[config.mk]
export PLATFORM = sky130hd
export DESIGN_NAME = ir_fetch_unit
export DESIGN_NICKNAME = d
export VERILOG_FILES = /design/src/rtl/ir_fetch_unit.sv
export SDC_FILE = /design/constraint.sdc
export NUM_CORES = 1
export LEC_CHECK = 0
export BUFFER_PORTS_ARGS = -buffer_cell sky130_fd_sc_hd__buf_2
export CAP_MARGIN = 20
export CORE_AREA = 8 8 129 131
export CTS_CLUSTER_DIAMETER = 200
export CTS_CLUSTER_SIZE = 20
export DETAILED_ROUTE_END_ITERATION = 6
export DIE_AREA = 0 0 137 139
export GPL_TIMING_DRIVEN = 0
export HOLD_SLACK_MARGIN = 0.12
export PLACE_DENSITY_LB_ADDON = 0.12
export SLEW_MARGIN = 20
export SYNTH_ARGS = -nofsm -noshare
export SYNTH_HDL_FRONTEND = slang
export SYNTH_SLANG_ARGS = --single-unit
[constraint.sdc]
create_clock -name clk -period 2.2 [get_ports clk]
set_input_delay 0.44 -clock clk [delete_from_list [all_inputs] [get_ports clk]]
set_output_delay 0.44 -clock clk [all_outputs]
set_load 0.1 [all_outputs]
[src/rtl/ir_fetch_unit.sv]
// Instruction fetch + instruction register: one-word read at PC, latch into IR, decode fields.
// Latency: MemRead/MemAddr one edge after FetchStart; IR/fields one edge after MemReady (zero with IR_BYPASS_EN).
// Backpressure: FetchStart accepted only in IDLE; WAIT holds the request until MemReady or timeout.
//
// Optional feature macro: IR_BYPASS_EN -- when defined, Instr and the decoded fields
// follow MemData combinationally in the WAIT cycle where MemReady is high.
//
// Ports:
//   clk, reset_n            clock (rising edge) and asynchronous active-low reset
//   FetchStart, PC          fetch request and address (sampled in IDLE only)
//   MemAddr, MemRead        registered read address and strobe to memory
//   MemReady, MemData       memory data valid and read data
//   Busy, IRValid, FetchErr status: waiting, IR freshly fetched, one-cycle error pulse
//   Instr and fields        IR contents and its Opcode/Rs/Rt/Rd/Shamt/Funct/Imm16/JTarget slices
module ir_fetch_unit #(
   parameter int          TIMEOUT_CYCLES = 16,          // legal range 2..255
   parameter logic [31:0] RESET_INSTR    = 32'h00000000
) (
   input  logic        clk,
   input  logic        reset_n,
   input  logic        FetchStart,
   input  logic [31:0] PC,
   output logic [31:0] MemAddr,
   output logic        MemRead,
   input  logic        MemReady,
   input  logic [31:0] MemData,
   output logic        Busy,
   output logic        IRValid,
   output logic        FetchErr,
   output logic [31:0] Instr,
   output logic [5:0]  Opcode,
   output logic [4:0]  Rs,
   output logic [4:0]  Rt,
   output logic [4:0]  Rd,
   output logic [4:0]  Shamt,
   output logic [5:0]  Funct,
   output logic [15:0] Imm16,
   output logic [25:0] JTarget
);

   typedef enum logic {
      S_IDLE = 1'b0,
      S_WAIT = 1'b1
   } state_t;

   // Counter value of the last WAIT cycle before the request is abandoned.
   localparam logic [7:0] CNT_LAST = 8'(TIMEOUT_CYCLES - 1);

   state_t      state_q;
   logic [31:0] mem_addr_q;
   logic        mem_read_q;
   logic        busy_q;
   logic        ir_valid_q;
   logic        fetch_err_q;
   logic [31:0] instr_q;
   logic [7:0]  cnt_q;
   logic [31:0] instr_out;

   always_ff @(posedge clk or negedge reset_n) begin
      if (!reset_n) begin
         state_q     <= S_IDLE;
         mem_addr_q  <= 32'h0;
         mem_read_q  <= 1'b0;
         busy_q      <= 1'b0;
         ir_valid_q  <= 1'b0;
         fetch_err_q <= 1'b0;
         instr_q     <= RESET_INSTR;
         cnt_q       <= 8'h0;
      end else begin
         // Error is a single-cycle pulse; only the cases below re-raise it.
         fetch_err_q <= 1'b0;
         case (state_q)
            S_IDLE: begin
               if (FetchStart) begin
                  ir_valid_q <= 1'b0;
                  if (PC[1:0] == 2'b00) begin
                     mem_addr_q <= PC;
                     mem_read_q <= 1'b1;
                     busy_q     <= 1'b1;
                     cnt_q      <= 8'h0;
                     state_q    <= S_WAIT;
                  end else begin
                     // Misaligned: reject without touching memory.
                     fetch_err_q <= 1'b1;
                  end
               end
            end
            S_WAIT: begin
               // MemReady wins over the timeout on the final count cycle.
               if (MemReady) begin
                  instr_q    <= MemData;
                  ir_valid_q <= 1'b1;
                  mem_read_q <= 1'b0;
                  busy_q     <= 1'b0;
                  state_q    <= S_IDLE;
               end else if (cnt_q == CNT_LAST) begin
                  mem_read_q  <= 1'b0;
                  busy_q      <= 1'b0;
                  fetch_err_q <= 1'b1;
                  state_q     <= S_IDLE;
               end else begin
                  cnt_q <= cnt_q + 8'd1;
               end
            end
            default: state_q <= S_IDLE;
         endcase
      end
   end

`ifdef IR_BYPASS_EN
   // Forward the arriving word in its MemReady cycle; the IR takes over from the next cycle.
   always_comb begin
      instr_out = instr_q;
      if (state_q == S_WAIT && MemReady) instr_out = MemData;
   end
`else
   always_comb begin
      instr_out = instr_q;
   end
`endif

   assign MemAddr  = mem_addr_q;
   assign MemRead  = mem_read_q;
   assign Busy     = busy_q;
   assign IRValid  = ir_valid_q;
   assign FetchErr = fetch_err_q;
   assign Instr    = instr_out;
   assign Opcode   = instr_out[31:26];
   assign Rs       = instr_out[25:21];
   assign Rt       = instr_out[20:16];
   assign Rd       = instr_out[15:11];
   assign Shamt    = instr_out[10:6];
   assign Funct    = instr_out[5:0];
   assign Imm16    = instr_out[15:0];
   assign JTarget  = instr_out[25:0];

endmodule

==> metrics <==
status=finished, final reports clean; post-synthesis cell count=271; Die ar.=0.0190 mm²; reg-to-reg startpoint=state_q; Avg Vias per Cell=3.94; Multi-input gate area=0.00104 mm²; Skew-Pair Late Insertion Delay=0.33 ns; WHS Endpoint=IRValid; Synth Area in Adders=0.351%; Top delay family on crit path=simple AND/OR/NAND/NOR gates; Max Freq=530 MHz; Synth Area per Inst=13.1 µm²; Synth Warn #=0; DPL Wire Length=7.72 mm; hold path start=FetchStart; RSZ-0062 raised after global routing=false; aggregate global routing overflow=0; Die X=137 µm; register-to-register setup slack=0.31 ns; Root Buffer=clkbuf_16; port buffer count=209; mux cell area share after synthesis=19.6%; Hold Crit Depth=2; GPL Wtd Cong=0.660; WP depth=3; WL per Instance=14.2 µm; Die Ht=139 µm; net count of the mapped netlist=340; setup bufs post-CTS=0; Least-Margin Pin Slew=0.617 ns; clk sinks=76; Final Util=35.1%; CP Buf/Inv Count=1; synthesis-stage register bit count=76; Core Box Area=0.0148 mm²; Arr. time, crit path=2.10 ns; CTS tree=built; fin crit share=85.8%; # fillers=1509; largest family of logic cells by synthesized area=multiplexers; Netlist Area Pre-Place=0.00356 mm²; Final Max Slew Viols=0; kind of critical path=reg2reg; grt met3 use=4.96%; total CTS buffers=9; H-tree lvl count=3; DR vias=2705; CTS resizes=0; worst-path cell chain=nor4b_4 > buf_2 > mux2_2; DRT iter0 DRCs=87; Rel. slew slack=58.7%; Ports=210; Area Overhead vs Synth=45.3%; cells on worst reg2reg path=3; Worst setup SP type=flop; max-cap violations=0; worst hold path type=in2reg; DRT antenna net count=0; initial core utilization=24.1%; CP Data Required Time=2.41 ns; first-pass GRT wire length=15.1 mm; DR DRC count=0; Inserted Diodes=0; Total Routing Usage GR=9.99%; busiest layer in global routing=met2; Cell variety after synth=36; Final setup viols=0; reg2reg end=MemAddr[15]; skew final=0.00785 ns; layout net count=562; vias in the first global route=2826; Reg clk slew, reported paths=0.06 ns; final hold viol count=0; fraction of layout cells with a size suffix above 1=76.1%; sequential area share after synthesis=53.4%; met2 usage=14.8%; clock period minus worst slack=1.89 ns; Worst Path Max Fanout=10; Synth Area in Compound Gates=4.18%; total negative setup slack=0 ns; largest net degree at the start of global routing=45; Detailed Route WL=9.72 mm; met1 layer usage reported by global route=11.8%; post-synthesis simple-gate area fraction=4.85%; drt pass-1 iters=2; Reg area=0.00190 mm²; initial antenna violation count=1; row count=45; Setup crit end kind=flop; largest stage delay on the critical path=0.61 ns; CP max stage cell=nor4b_4; CTS max path bufs=2; XOR/XNOR Fraction of Synth Area=0.246%
==> state kept, by name, summed over array words and instances, names as in the netlist <==
| name | count |
|---|---|
| Busy | 1 |
| FetchErr | 1 |
| IRValid | 1 |
| Instr | 32 |
| MemAddr | 32 |
| cnt_q | 8 |
| state_q | 1 |
==> cell type report <==
cell class | count | area share, %
Buffer | 82 | 11.7
Clock buffer | 9 | 4.35
Clock inverter | 7 | 1.28
Inverter | 3 | 0.218
Multi-Input combinational cell | 110 | 20.1
Sequential cell | 76 | 36.8
Tap cell | 188 | 4.55
Timing Repair Buffer | 211 | 21.0
==> timing repair <==
action	in CTS	in global routing
endpoints found under the setup margin	0	0
hold buffers	1	0
hold endpoints to repair	32	0
==> synth_stat cells (all sizes together) <==
master  number  area (µm²)
a211o        1        8.76
a21oi        1        5.00
a221o        2        21.3
a22o         4        36.3
and2         2        13.8
and2b        1        8.76
and3         1        6.26
buf         81         593
clkbuf       1        13.8
dfrtp       76        1900
ha           1        12.5
inv          3        11.3
mux2        62         698
nand2        6        22.5
nand3        3        15.0
nor2         3        18.8
nor2b        2        12.5
nor3         3        15.0
nor4         1        6.26
nor4b        1        23.8
o21a         1        15.0
o21ai        6        33.8
o21bai       1        7.51
o22ai        1        6.26
o31ai        2        15.0
or2          2        12.5
or3          1        6.26
or4          1        11.3
xor2         1        8.76
==> metrics by stage <==
stage	hold WS (ns)	worst slack (ns)	instance area (µm²)	std cells
floorplan	0.144	0.391	3560	271
global placement	0.468	0.0618	4840	668
detailed placement	0.430	0.127	4870	669
CTS	0.312	0.259	5170	686
global route	0.321	0.133	5170	686
finish	0.326	0.313	5170	686
==> cell families after synthesis <==
| logic type | count (synthesis) |
|---|---|
| AND/OR/NAND/NOR | 27 |
| buffers and inverters | 85 |
| flip-flops | 76 |
| multiplexers | 62 |
| AO/OA/AOI/OAI | 19 |
| adder cells (fa/ha/maj) | 1 |
| XOR/XNOR | 1 |
==> layout by cell type (no fill, tap or decap), types with 2 or more instances in the layout <==
cell type / count
buf_2: 214
dfrtp_1: 76
buf_4: 76
mux2_2: 60
clkbuf_16: 9
nand2_1: 6
o21ai_0: 5
clkinv_2: 4
nand3_1: 3
inv_1: 3
a22o_1: 3
nor3_1: 3
or2_2: 2
o31ai_1: 2
nor2_1: 2
mux2_1: 2
nor2b_1: 2
==> worst max path at each step <==
| stage | start | to | slack, ns |
|---|---|---|---|
| after floorplan | Instr[0] | Imm16[0] | 0.39 |
| after global placement | reset_n | MemAddr[27] | 0.06 |
| after detailed placement | PC[1] | MemAddr[14] | 0.13 |
| after CTS | state_q | MemAddr[15] | 0.26 |
| after global routing | state_q | MemAddr[15] | 0.13 |
| final | state_q | MemAddr[15] | 0.31 |
==> per-layer routing <==
| metal | routed length, µm | part of all wire (%) | up-vias |
|---|---|---|---|
| li1 | - | - | 1303 |
| met1 | 3900 | 40 | 1242 |
| met2 | 4160 | 43 | 148 |
| met3 | 1500 | 15 | 10 |
| met4 | 149 | 1.5 | 2 |
| met5 | 11 | 0.11 | - |
Power is not shown: default switching activity piles up to over one toggle a cycle in this logic, so the estimate is an artifact.
